==> src/rtl/batch_lookahead_reverser_if.sv <==
`default_nettype none
// ============================================================================
//  Module   : batch_lookahead_reverser_if
//  Brief    : Stream and batch-index bundle between the lookahead reverser
//             and the backward-recursion datapath.
//  Revision : 1.0
// ============================================================================
interface batch_lookahead_reverser_if #(
    parameter int N     = 4,
    parameter int DSR   = 1,
    parameter int DEPTH = 32
);
    localparam int c_W  = N * DSR;
    localparam int c_BD = (DEPTH + DSR - 1) / DSR;
    localparam int c_CW = (c_BD > 1) ? $clog2(c_BD) : 1;

    logic              in_valid;
    logic [c_W-1:0]    in_data;
    logic [c_W-1:0]    out_data;
    logic              out_valid;
    logic              out_last;
    logic [c_CW-1:0]   dBatCount;
    logic [c_CW-1:0]   dBatCountRev;
    logic              cyclePulse;
    logic              bank;

    modport slave (
        input  in_valid, in_data,
        output out_data, out_valid, out_last, dBatCount, dBatCountRev, cyclePulse, bank
    );

    modport master (
        output in_valid, in_data,
        input  out_data, out_valid, out_last, dBatCount, dBatCountRev, cyclePulse, bank
    );
endinterface
`default_nettype wire

==> src/rtl/batch_lookahead_reverser.sv <==
`default_nettype none
// ============================================================================
//  Module   : batch_lookahead_reverser
//  Brief    : Ping-pong batch store; replays the previous batch in reverse,
//             one word per accepted input word.
//  Revision : 1.0
// ============================================================================
module batch_lookahead_reverser #(
    parameter int N     = 4,
    parameter int DSR   = 1,
    parameter int DEPTH = 32
) (
    input  wire                          clk,
    input  wire                          rst_n,
    batch_lookahead_reverser_if.slave    bus
);
    localparam int c_W  = N * DSR;
    localparam int c_BD = (DEPTH + DSR - 1) / DSR;
    localparam int c_CW = (c_BD > 1) ? $clog2(c_BD) : 1;
    localparam logic [c_CW-1:0] c_LAST = c_CW'(c_BD - 1);

    logic [c_W-1:0]  r_mem [2][c_BD];
    logic [c_CW-1:0] r_cnt;
    logic            r_bank;
    logic            r_primed;
    logic [c_W-1:0]  r_out_data;
    logic            r_out_valid;
    logic            r_out_last;
    logic            r_pulse;

    logic            w_at_last;
    logic [c_CW-1:0] w_rd_idx;

    assign w_at_last = (r_cnt == c_LAST);
    assign w_rd_idx  = c_LAST - r_cnt;

    // Storage is not reset; its contents only matter once a full batch is in.
    always_ff @(posedge clk) begin
        if (bus.in_valid) begin
            r_mem[r_bank][r_cnt] <= bus.in_data;
        end
    end

    always_ff @(posedge clk or negedge rst_n) begin
        if (!rst_n) begin
            r_cnt       <= '0;
            r_bank      <= 1'b0;
            r_primed    <= 1'b0;
            r_out_data  <= '0;
            r_out_valid <= 1'b0;
            r_out_last  <= 1'b0;
            r_pulse     <= 1'b0;
        end else begin
            r_out_valid <= bus.in_valid && r_primed;
            r_out_last  <= bus.in_valid && r_primed && w_at_last;
            r_pulse     <= bus.in_valid && w_at_last;
            if (bus.in_valid) begin
                // Read side uses the bank and index as they were before this edge.
                if (r_primed) begin
                    r_out_data <= r_mem[~r_bank][w_rd_idx];
                end
                if (w_at_last) begin
                    r_cnt    <= '0;
                    r_bank   <= ~r_bank;
                    r_primed <= 1'b1;
                end else begin
                    r_cnt    <= r_cnt + 1'b1;
                end
            end
        end
    end

    assign bus.out_data     = r_out_data;
    assign bus.out_valid    = r_out_valid;
    assign bus.out_last     = r_out_last;
    assign bus.dBatCount    = r_cnt;
    assign bus.dBatCountRev = w_rd_idx;
    assign bus.cyclePulse   = r_pulse;
    assign bus.bank         = r_bank;
endmodule
`default_nettype wire

==> src/flat_wrapper.sv <==
// flat-port wrapper written by rule: the top's interface ports become plain ports
module batch_lookahead_reverser_flat 
#(
    parameter int N     = 4,
    parameter int DSR   = 1,
    parameter int DEPTH = 32
)
  (clk, rst_n, bus_in_valid, bus_in_data, bus_out_data, bus_out_valid, bus_out_last, bus_dBatCount, bus_dBatCountRev, bus_cyclePulse, bus_bank);
  batch_lookahead_reverser_if #(.N(N), .DSR(DSR), .DEPTH(DEPTH)) bus_i ();
  input  wire clk;
  input  wire rst_n;
  input wire logic [$bits(bus_i.in_valid)-1:0] bus_in_valid;
  input wire logic [$bits(bus_i.in_data)-1:0] bus_in_data;
  output wire logic [$bits(bus_i.out_data)-1:0] bus_out_data;
  output wire logic [$bits(bus_i.out_valid)-1:0] bus_out_valid;
  output wire logic [$bits(bus_i.out_last)-1:0] bus_out_last;
  output wire logic [$bits(bus_i.dBatCount)-1:0] bus_dBatCount;
  output wire logic [$bits(bus_i.dBatCountRev)-1:0] bus_dBatCountRev;
  output wire logic [$bits(bus_i.cyclePulse)-1:0] bus_cyclePulse;
  output wire logic [$bits(bus_i.bank)-1:0] bus_bank;
  assign bus_i.in_valid = bus_in_valid;
  assign bus_i.in_data = bus_in_data;
  assign bus_out_data = bus_i.out_data;
  assign bus_out_valid = bus_i.out_valid;
  assign bus_out_last = bus_i.out_last;
  assign bus_dBatCount = bus_i.dBatCount;
  assign bus_dBatCountRev = bus_i.dBatCountRev;
  assign bus_cyclePulse = bus_i.cyclePulse;
  assign bus_bank = bus_i.bank;
  batch_lookahead_reverser #(.N(N), .DSR(DSR), .DEPTH(DEPTH)) u_core (.clk(clk), .rst_n(rst_n), .bus(bus_i));
endmodule
==> config.mk <==
export PLATFORM = sky130hd
export DESIGN_NAME = batch_lookahead_reverser_flat
export DESIGN_NICKNAME = d
export VERILOG_FILES = /design/src/rtl/batch_lookahead_reverser_if.sv /design/src/rtl/batch_lookahead_reverser.sv /design/src/flat_wrapper.sv
export SDC_FILE = /design/constraint.sdc
export NUM_CORES = 1
export LEC_CHECK = 0
export ABC_AREA = 1
export ABC_CLOCK_PERIOD_IN_PS = 5600
export BUFFER_PORTS_ARGS = -buffer_cell sky130_fd_sc_hd__buf_2
export CORE_UTILIZATION = 50
export DETAILED_ROUTE_END_ITERATION = 10
export PLACE_DENSITY = 0.73
export SYNTH_ARGS = -nofsm -noshare
export SYNTH_HDL_FRONTEND = slang
export SYNTH_SLANG_ARGS = --single-unit
==> constraint.sdc <==
create_clock -name clk -period 5.6 [get_ports clk]
set_input_delay 0.84 -clock clk [delete_from_list [all_inputs] [get_ports clk]]
set_output_delay 0.84 -clock clk [all_outputs]
set_load 0.01 [all_outputs]
Word level (Yosys, flattened, before mapping). Memory sizes are Yosys's and may differ from the RTL's. Index checks and enable logic that the tools add are counted.

Bitwise gates (word level): 3. Reductions and logical operators: 6. $add $sub $neg: 2. Eq/ne operators: 1. Magnitude comparators: 3. Muxes and demuxes: 8.

Operator list (number): $mux W128 (1); $bmux W4 S5 (1); $demux W4 S5 (1); $ge A6 B6 Y1 const B (2); $mux W4 (3); $not A5 Y6 (2); $lt A6 B1 Y1 const B (1); $add A5 B1 Y5 const B (1); $eq A5 B5 Y1 const B (1); $mux W5 (1); $sub A5 B5 Y5 const A (1); $logic_and A1 B1 Y1 (4); $reduce_and A2 Y1 (2); $mux W1 (1); $not A1 Y1 (1).

Input port bits: 7. Bits in registers: 14. RAM bits: 256. Memories: 1. Output and inout bits: 18.

Memories: u_core.r_mem (words 2, bits a word 128, read ports 1, clocked after Yosys merged registers in 0, wr ports 1, line batch_lookahead_reverser.sv:22) `logic [c_W-1:0] r_mem [2][c_BD];`.

Logic depth before layout (Yosys ltp). Gate-level depths: netlist of the first run.

Word-level depth: 6. Gate-level depth with buffers: 15. Depth with buffers taken out: 13.

Worst setup path after synthesis of the first run. OpenSTA, ideal clock, no wires.

Path kind: reg2reg. From: reg u_core.r_cnt[1] (netlist: u_core.bus.dBatCount[1]). To: mem u_core.r_mem[0][108] in the netlist's numbering, enable pin. Setup slack: 3276 ps. Period minus slack after synthesis: 2324 ps. Arrival: 1962 ps. Setup time: 361 ps. Cell stages (with the launch flop): 8. Cells stage by stage: dfrtp_1 -> buf_2 -> inv_1 -> clkbuf_1 -> ha_1 -> nand2_1 -> clkbuf_1 -> nor3_1.

Cells in the longest elaborated chain, start to end: 6. Elaborated cells between the ends (all ways): 7.

Ends and longest elaborated chain: from (decl) (line batch_lookahead_reverser.sv:23) `logic [c_CW-1:0] r_cnt;`; from (signal assigned) (line batch_lookahead_reverser.sv:67) `r_cnt <= r_cnt + 1'b1;`; $not A5 Y6 (implied by the code) * (line batch_lookahead_reverser.sv:40) `r_mem[r_bank][r_cnt] <= bus.in_data;`; $ge A6 B6 Y1 (implied by the code) / $lt A6 B1 Y1 (equally long branches) (line batch_lookahead_reverser.sv:40); $logic_and A1 B1 Y1 (implied by the code) (line batch_lookahead_reverser.sv:40); $mux W4 (implied by the code) (line batch_lookahead_reverser.sv:40); $demux W4 S5 * (line batch_lookahead_reverser.sv:40); $mux W128 (implied by the code) * (line batch_lookahead_reverser.sv:40); to (decl) (line batch_lookahead_reverser.sv:22).

Mark *: on every way between the ends. The rest lies on a longest branch, timed or not.

Final worst setup path of the first run.
From: reg u_core.r_bank (netlist: u_core.bus.bank). To: out bus_bank.

RTL lines: from (decl) (line batch_lookahead_reverser.sv:24) `logic r_bank;`; from (signal assigned) (line batch_lookahead_reverser.sv:64) `r_bank <= ~r_bank;`; to (decl) (line flat_wrapper.sv:20) `output wire logic [$bits(bus_i.bank)-1:0] bus_bank;`.

No word-level cell between the ends.

==> results of run 1 <==
[state kept, by name (all words and copies together), names as in the netlist]
| register | cells |
|---|---|
| u_core.bus.out_last | 1 |
| u_core.bus.bank | 1 |
| u_core.bus.out_data | 4 |
| u_core.bus.dBatCount | 5 |
| u_core.r_mem | 256 |
| u_core.bus.out_valid | 1 |
| u_core.bus.cyclePulse | 1 |
| u_core.r_primed | 1 |
[kinds of logic after synthesis]
kind of cell / after synthesis
compound gates: 45
fa+ha+maj: 5
simple gates: 651
flops: 270
xor+xnor: 1
buf+inv: 189
[through the flow]
step / setup slack (ps) / std cells
3_5_place_dp: 2340 / 1443
6_report: 2080 / 1491
2_1_floorplan: 3280 / 1161
3_3_place_gp: 2360 / 1443
4_1_cts: 2100 / 1491
5_1_grt: 1930 / 1491
[placed cells by master (no fill, tap or decap), types with 3 or more instances in the layout]
master	netlist	routed
buf_4	11	9
clkinv_1	2	6
clkinv_2	0	6
nor2_1	85	85
buf_2	31	24
o211ai_1	3	3
or2_2	3	3
nand2_1	388	388
bufinv_16	0	5
ha_1	5	5
clkbuf_16	0	27
a21oi_1	5	5
edfxtp_1	256	256
dfrtp_1	14	12
o21ai_0	29	29
nand3_1	111	111
o21ai_1	8	8
inv_1	121	121
nor3_1	64	64
clkbuf_1	14	5
[area by class of cell]
class	count	area share, %
clock buffers	32	5.36
multi-input cells	702	22.9
flip-flops and latches	270	62.0
repair buffers	33	1.45
clock inverters	16	1.56
well taps	313	3.02
inverters	125	3.64
[routing by layer]
metal  up-vias  part of all wire (%)
met1      3790                    42
met5         -                     0
met4         0                   3.1
met2       344                    47
li1       3809                     -
met3        59                   8.3
[how the worst max path moves through the flow]
| stage | slack (ps) | to | startpoint | cells after the start |
|---|---|---|---|---|
| finish | 2080 | bus_bank | u_core.bus.bank | 2 |
| global route | 1930 | bus_bank | u_core.bus.bank | 2 |
| CTS | 2100 | bus_bank | u_core.bus.bank | 2 |
| detailed placement | 2340 | u_core.r_mem[1][57] | u_core.bus.dBatCount[0] | 4 |
| global placement | 2360 | u_core.r_mem[1][24] | u_core.bus.dBatCount[0] | 4 |
| floorplan | 3280 | u_core.r_mem[0][108] | u_core.bus.dBatCount[1] | 7 |
[critical path, delay by kind of cell (launching register included)]
kind,cells,cell delay [ps]
DFF,1,930
buffers and inverters,2,1140
[power by group]
part,internal [mW],leakage (nW),switching [mW]
clock network,1.11,0.439,0.733
registers,2.30,2.47,0.105
logic,0.318,2.27,0.893
==> results.json, run 1 <==
{
  "final_max_slew_viol_count": 0,
  "syn_inst": 1161,
  "die_area_um2": 24200,
  "fin_nets": 1171,
  "cp.required_ps": 4760,
  "numPortBuffers": 24,
  "ys_top_cells_by_count": "388 x nand2_1, 256 x edfxtp_1, 121 x inv_1, 111 x nand3_1, 85 x nor2_1",
  "worst_pin_slew_ps": 1030,
  "seq_area_um2": 8040,
  "viasPerCell": 5.37,
  "clockBufferDepth": 3,
  "vdd_drop_max_mv": 0.305,
  "ios": 25,
  "fp-row-count": 55,
  "critPathKind": "flop to primary output",
  "numCtsBuffers": 27,
  "clk_pin_slew_ps": 60,
  "yosysTopAreaCell": "edfxtp_1",
  "wl_per_cell_um": 17.8,
  "max_freq_mhz": 284,
  "ys_types": 21,
  "dp.final_hpwl_mm": 15.2,
  "drt-initial-drc-count": 960,
  "setup_violations": 0,
  "areaGrowthSynthToFinish_pct": 9.85,
  "arrival_ps": 2680,
  "fin_total_pwr_mw": 5.45,
  "grtUsageTotal_pct": 22.5,
  "r2r-start": "u_core.bus.bank",
  "cts-root-buf": "clkbuf_16",
  "synthFlopType": "edfxtp_1",
  "die_w_um": 156,
  "place_congestion": 0.815,
  "grtUsageMet2_pct": 36.7,
  "yosys_warnings": 0,
  "coreArea_um2": 22900,
  "wl_mm": 26.6,
  "syn-num-nets": 1173,
  "h-tree-depth": 1,
  "first_global_vias": 7714,
  "timing.rr.end": "u_core.bus.out_data[3]",
  "async_reset_ff_share_pct": 5.19,
  "hold_buffers": 0,
  "tritoncts": "done",
  "cp_slowest_cell": "dfrtp_4",
  "place_area_um2": 12100,
  "grt_max_degree": 98,
  "final_util_pct": 56.6,
  "grt_overflow_total": 0,
  "fin_crit_ps": 3520,
  "chipHeight_um": 156,
  "syn_avg_cell_area_um2": 10.2,
  "cts-resized-gates": 0,
  "ant_nets": 0,
  "rsz0062_at_grt": "no",
  "fin_crit_sh_pct": 62.9,
  "synthMuxAreaShare_pct": 0,
  "synth-xor-area-share_pct": 0.0742,
  "busiest_layer": "met2",
  "yosysMostFrequentCell": "nand2_1",
  "final-hold-violation-count": 0,
  "worstSkewPairLatency_ps": 530,
  "synth_area_leaders": "edfxtp_1 65%, nand2_1 12%, nand3_1 4.7%, inv_1 3.8%, dfrtp_1 3.0%",
  "drive_above_1_share_pct": 6.71,
  "synth_fa_ha_area_share_pct": 0.530,
  "num-fill-cells": 1920,
  "synth_top_area_share_pct": 65.1,
  "crit_path_end_kind": "primary output",
  "use_met3_pct": 4.22,
  "met1_usage_pct": 30.6,
  "path_cells": "buf_4, buf_2",
  "firstDrtPassIters": 6,
  "grt_antenna_before_repair": 0,
  "grt_pass1_wl_mm": 42.0,
  "startpoint_type": "flop",
  "diodes": 0,
  "setup_tns_ps": 0,
  "p_per_area_nw_per_um2": 421,
  "multi_input_area_um2": 2970,
  "cts_sinks": 270,
  "critPathMaxStageDelay_ps": 930,
  "power_leakage_nw": 5.17,
  "yosys.area_share.simple_pct": 22.6,
  "syn-cell-area_um2": 11800,
  "hp-class": "input pin to async pin",
  "reg2reg_slack_ps": 2240,
  "synth-edff-count": 256,
  "initial_utilization_pct": 51.5,
  "seq_area_frac_synth_pct": 68.1,
  "ys_ff_latch": 270,
  "max_cap_violations": 0,
  "hold_slack_ps": 226,
  "design_area_um2": 13000,
  "slew_headroom_pct": 31.3,
  "rr_worst_depth": 13,
  "synth_compound_area_share_pct": 1.97,
  "dr_total_vias": 8002,
  "synth_top_family_by_area": "simple AND/OR/NAND/NOR gates",
  "skew_ps": 11.9,
  "cp_max_fo": 93,
  "cts_setup_buffers": 0,
  "status": "finished clean",
  "drc": 0
}
Power figures use the tool's default switching activity.
==> inputs of run 2 (changes only) <==
- ABC_CLOCK_PERIOD_IN_PS: 5600 -> 3700
- clock period: 5.6 -> 3.7 ns (I/O delays scaled with it)
==> run 2 against run 1 <==
  * Clock skew is 0.69 ps lower
  * Setup slack worse by 1100 ps
  * Clock power is 47% higher
  * Power up 51%
  * Cell area grew 0.47%
  * Global-route usage grew 0.078 points
  * Cell count is 0.40% higher
  * First-iteration DRC count shrank 22%
==> results.json, run 2 (synthesis gave the netlist of run 1 again) <==
{
  "dr_total_vias": 7969,
  "numPortBuffers": 24,
  "grt_antenna_before_repair": 0,
  "power_leakage_nw": 5.20,
  "endpoint": "bus_dBatCountRev[0]",
  "place_congestion": 0.866,
  "timing.rr.end": "u_core.r_mem[1][23]",
  "p_per_area_nw_per_um2": 631,
  "ios": 25,
  "seq_area_um2": 8040,
  "cp_max_fo": 53,
  "cts-root-buf": "clkbuf_16",
  "critPathMaxStageDelay_ps": 560,
  "path_cells": "inv_2, buf_4, buf_2",
  "wl_per_cell_um": 17.6,
  "setup_violations": 0,
  "crit_buf_inv": 3,
  "wl_mm": 26.3,
  "fin_nets": 1177,
  "hp-class": "input pin to flop",
  "grt_pass1_wl_mm": 41.9,
  "crit_family": "buffers and inverters",
  "setup_tns_ps": 0,
  "tritoncts": "done",
  "cts_sinks": 270,
  "final-hold-violation-count": 0,
  "reg2reg_slack_ps": 1030,
  "cp.required_ps": 3140,
  "fin_crit_ps": 2740,
  "drive_above_1_share_pct": 6.93,
  "ant_nets": 0,
  "rr_worst_depth": 4,
  "num-fill-cells": 1906,
  "h-tree-depth": 1,
  "clk_pin_slew_ps": 60,
  "first_global_vias": 7842,
  "max_freq_mhz": 366,
  "die_w_um": 156,
  "fp-row-count": 55,
  "coreArea_um2": 22900,
  "design_area_um2": 13000,
  "grt_overflow_total": 0,
  "arrival_ps": 2180,
  "final_max_slew_viol_count": 0,
  "crit_path_end_kind": "primary output",
  "cts_setup_buffers": 0,
  "viasPerCell": 5.32,
  "worstSkewPairLatency_ps": 530,
  "vdd_drop_max_mv": 0.530,
  "place_area_um2": 12100,
  "multi_input_area_um2": 2970,
  "firstDrtPassIters": 5,
  "startpoint": "u_core.bus.dBatCount[0]",
  "final_common_cell": "nand2_1",
  "clockBufferDepth": 3,
  "startpoint_type": "flop",
  "rsz0062_at_grt": "no",
  "areaGrowthSynthToFinish_pct": 10.4,
  "slew_headroom_pct": 34.6,
  "initial_utilization_pct": 51.5,
  "drc": 0,
  "grt_max_degree": 167,
  "status": "finished clean",
  "top_register": "u_core.r_mem",
  "numCtsBuffers": 27,
  "die_area_um2": 24200,
  "r2r-start": "u_core.bus.dBatCount[0]",
  "grtUsageTotal_pct": 22.6,
  "critPathKind": "flop to primary output",
  "worst_pin_slew_ps": 979,
  "most-common-layout-cells": "388 x nand2_1, 256 x edfxtp_1, 121 x inv_1",
  "largest_reg_flops": 256,
  "max_cap_violations": 0,
  "drt-initial-drc-count": 750,
  "fin_crit_sh_pct": 73.9,
  "cp_slowest_cell": "buf_4",
  "path_depth": 3,
  "dp.final_hpwl_mm": 15.7,
  "skew_ps": 11.2,
  "diodes": 0,
  "chipHeight_um": 156
}
## run 2: area by class of cell
type	count	share of cell area [%]
Sequential cell	270	61.7
Multi-Input combinational cell	702	22.8
Clock buffer	34	5.39
Inverter	125	3.62
Tap cell	313	3.01
Timing Repair Buffer	39	2.09
Clock inverter	14	1.32
## run 2: stage by stage
stage               worst slack [ps]  hold WS [ps]  util, %  power, mW  cells
floorplan                       1380           259        -       4.90   1161
global placement                1190           458     53.0       5.53   1448
detailed placement              1070           467     53.0       5.55   1448
CTS                              987           391     56.8       8.22   1497
global route                     893           426     56.8       8.56   1497
finish                           965           407     56.8       8.22   1497
## run 2: what timing repair did
item                      CTS  global route
hold endpoints to repair   14             0
hold buffers                1             0
gates resized for setup     0             0
## run 2: layer usage
metal	track usage, %	part of all wire (%)
met1	30.9	42
met2	37.3	48
met3	3.58	7.6
met4	7.19	2.5
met5	0	0
## run 2: how the worst min path moves through the flow
| stage | depth (start not counted) | endpoint | slack [ps] | startpoint |
|---|---|---|---|---|
| after floorplan | 0 | u_core.bus.bank | 260 | rst_n |
| after global placement | 2 | u_core.r_primed | 460 | u_core.r_primed |
| after detailed placement | 1 | u_core.bus.out_last | 470 | rst_n |
| after CTS | 3 | u_core.bus.dBatCount[4] | 390 | bus_in_valid |
| after global routing | 2 | u_core.bus.dBatCount[0] | 430 | bus_in_valid |
| final | 3 | u_core.bus.dBatCount[4] | 410 | bus_in_valid |
## run 2: tightest hold or removal path: cells and delay by family
kind                   cells  cell delay [ps]
AO/OA/AOI/OAI              1               70
AND/OR/NAND/NOR            1               80
buffers and inverters      1              180
## run 2: power by group
part	total (mW)	internal (mW)	switching [mW]
clock	2.71	1.62	1.09
sequential	3.57	3.48	0.0964
combinational	1.95	0.514	1.43
total	8.22	5.61	2.62
==> inputs of run 3 (changes only) <==
- ABC_CLOCK_PERIOD_IN_PS: 3700 -> 2500
- PLACE_DENSITY: 0.73 -> 0.75
- clock period: 3.7 -> 2.5 ns (I/O delays scaled with it)
==> run 3 against run 2 <==
  * Worst hold slack worse by 200 ps
  * Wire length grew 5.3%
  * Non-clock buffer count rose by 70
  * Sequential cell count stayed put
  * Power is 49% higher
==> results.json, run 3 (synthesis gave the netlist of run 1 again) <==
{
  "grt_antenna_before_repair": 1,
  "power_leakage_nw": 5.56,
  "fin_ws_ps": 314,
  "skew_ps": 26.3,
  "clockBufferDepth": 3,
  "hold_depth": 3,
  "wl_mm": 27.7,
  "startpoint_type": "flop",
  "cts-root-buf": "clkbuf_16",
  "dr_total_vias": 8410,
  "vdd_drop_max_mv": 0.637,
  "clk_pin_slew_ps": 70,
  "arrival_ps": 2360,
  "fin_nets": 1246,
  "rr_worst_depth": 5,
  "chipHeight_um": 156,
  "hp-class": "input pin to flop",
  "slew_headroom_pct": 53.5,
  "dpl.cell_count": 1518,
  "fin_crit_sh_pct": 87.4,
  "design_area_um2": 13500,
  "cp_max_fo": 8,
  "status": "finished clean",
  "num-fill-cells": 1811,
  "final_max_slew_viol_count": 0,
  "numCtsBuffers": 26,
  "critPathKind": "flop to flop",
  "drt-initial-drc-count": 833,
  "cts_sinks": 270,
  "most-common-layout-cells": "388 x nand2_1, 256 x edfxtp_1, 121 x inv_1",
  "wl_per_cell_um": 17.7,
  "first_global_vias": 8347,
  "fp-row-count": 55,
  "drive_above_1_share_pct": 12.0,
  "coreArea_um2": 22900,
  "hold_slack_ps": 212,
  "largest_reg_flops": 256,
  "use_met3_pct": 4.22,
  "grt_max_degree": 102,
  "cts_setup_buffers": 0,
  "final-hold-violation-count": 0,
  "cts-resized-gates": 0,
  "tritoncts": "done",
  "top_register": "u_core.r_mem",
  "worst_pin_slew_ps": 693,
  "p_per_area_nw_per_um2": 908,
  "areaGrowthSynthToFinish_pct": 14.7,
  "grtUsageMet2_pct": 40.1,
  "hold_buffers": 1,
  "max_cap_violations": 0,
  "worstSkewPairLatency_ps": 540,
  "numPortBuffers": 24,
  "place_ws_ps": 408,
  "setup_violations": 0,
  "drc": 0,
  "dp.final_hpwl_mm": 17.2,
  "die_area_um2": 24200,
  "busiest_layer": "met2",
  "setup_tns_ps": 0,
  "stdcell_count": 1566,
  "viasPerCell": 5.37,
  "rsz0062_at_grt": "no",
  "met1_usage_pct": 30.0,
  "crit_path_end_kind": "flop",
  "max_freq_mhz": 457,
  "ios": 25,
  "ant_nets": 0,
  "place_congestion": 0.939,
  "final_common_cell": "nand2_1",
  "die_w_um": 156,
  "seq_area_um2": 8040,
  "grt_overflow_total": 0,
  "h-tree-depth": 1,
  "grtUsageTotal_pct": 23.6,
  "cp.required_ps": 2670,
  "multi_input_area_um2": 2970,
  "grt_pass1_wl_mm": 43.8,
  "fin_crit_ps": 2190,
  "place_area_um2": 12700,
  "initial_utilization_pct": 51.5,
  "firstDrtPassIters": 5
}
-- run 3: path summary, 6_finish.rpt --
check	startpoint	end	slack (ps)
hold / removal	bus_in_valid	u_core.bus.dBatCount[4]	210
max in group asynchronous	rst_n	u_core.bus.bank	1870
hold reg to reg	u_core.r_primed	u_core.r_primed	500
setup / recovery	u_core.bus.dBatCount[0]	u_core.r_mem[0][85]	310
min in group asynchronous	rst_n	u_core.bus.cyclePulse	300
setup reg to reg	u_core.bus.dBatCount[0]	u_core.r_mem[0][85]	310
-- run 3: metal layers --
layer | vias to the layer above | wire length (µm)
met4 | 0 | 1040
met5 | - | 0
li1 | 3956 | -
met1 | 4020 | 10800
met2 | 359 | 13600
met3 | 75 | 2250
-- run 3: cell type report --
cell class                 count  share of cell area [%]
sequential                   270                    59.4
multi-input combinational    702                    22.0
timing repair buffer         109                    6.08
clock buffer                  35                    5.21
inverter                     125                    3.48
tap                          313                    2.89
clock inverter                11                   0.933
antenna                        1                  0.0185
-- run 3: per-stage QoR --
stage | power [mW] | utilization [%]
after floorplan | 7.26 | -
after global placement | 8.39 | 55.4
after global routing | 12.8 | 59.1
after detailed placement | 8.44 | 55.4
final | 12.3 | 59.1
after CTS | 12.3 | 59.1
-- run 3: worst max-delay path, cell delays in order, from the launching register on --
cell	delay [ps]
dfrtp_2	460
inv_2	100
ha_1	140
nand2_1	240
buf_4	300
nor3_1	590
-- run 3: report_power, final --
group          leakage [nW]  total, mW  switching, mW  internal, mW
sequential             2.47       5.25          0.105          5.14
clock                 0.409       3.87           1.59          2.28
combinational          2.68       3.18           2.24         0.935
total                  5.56       12.3           3.94          8.36
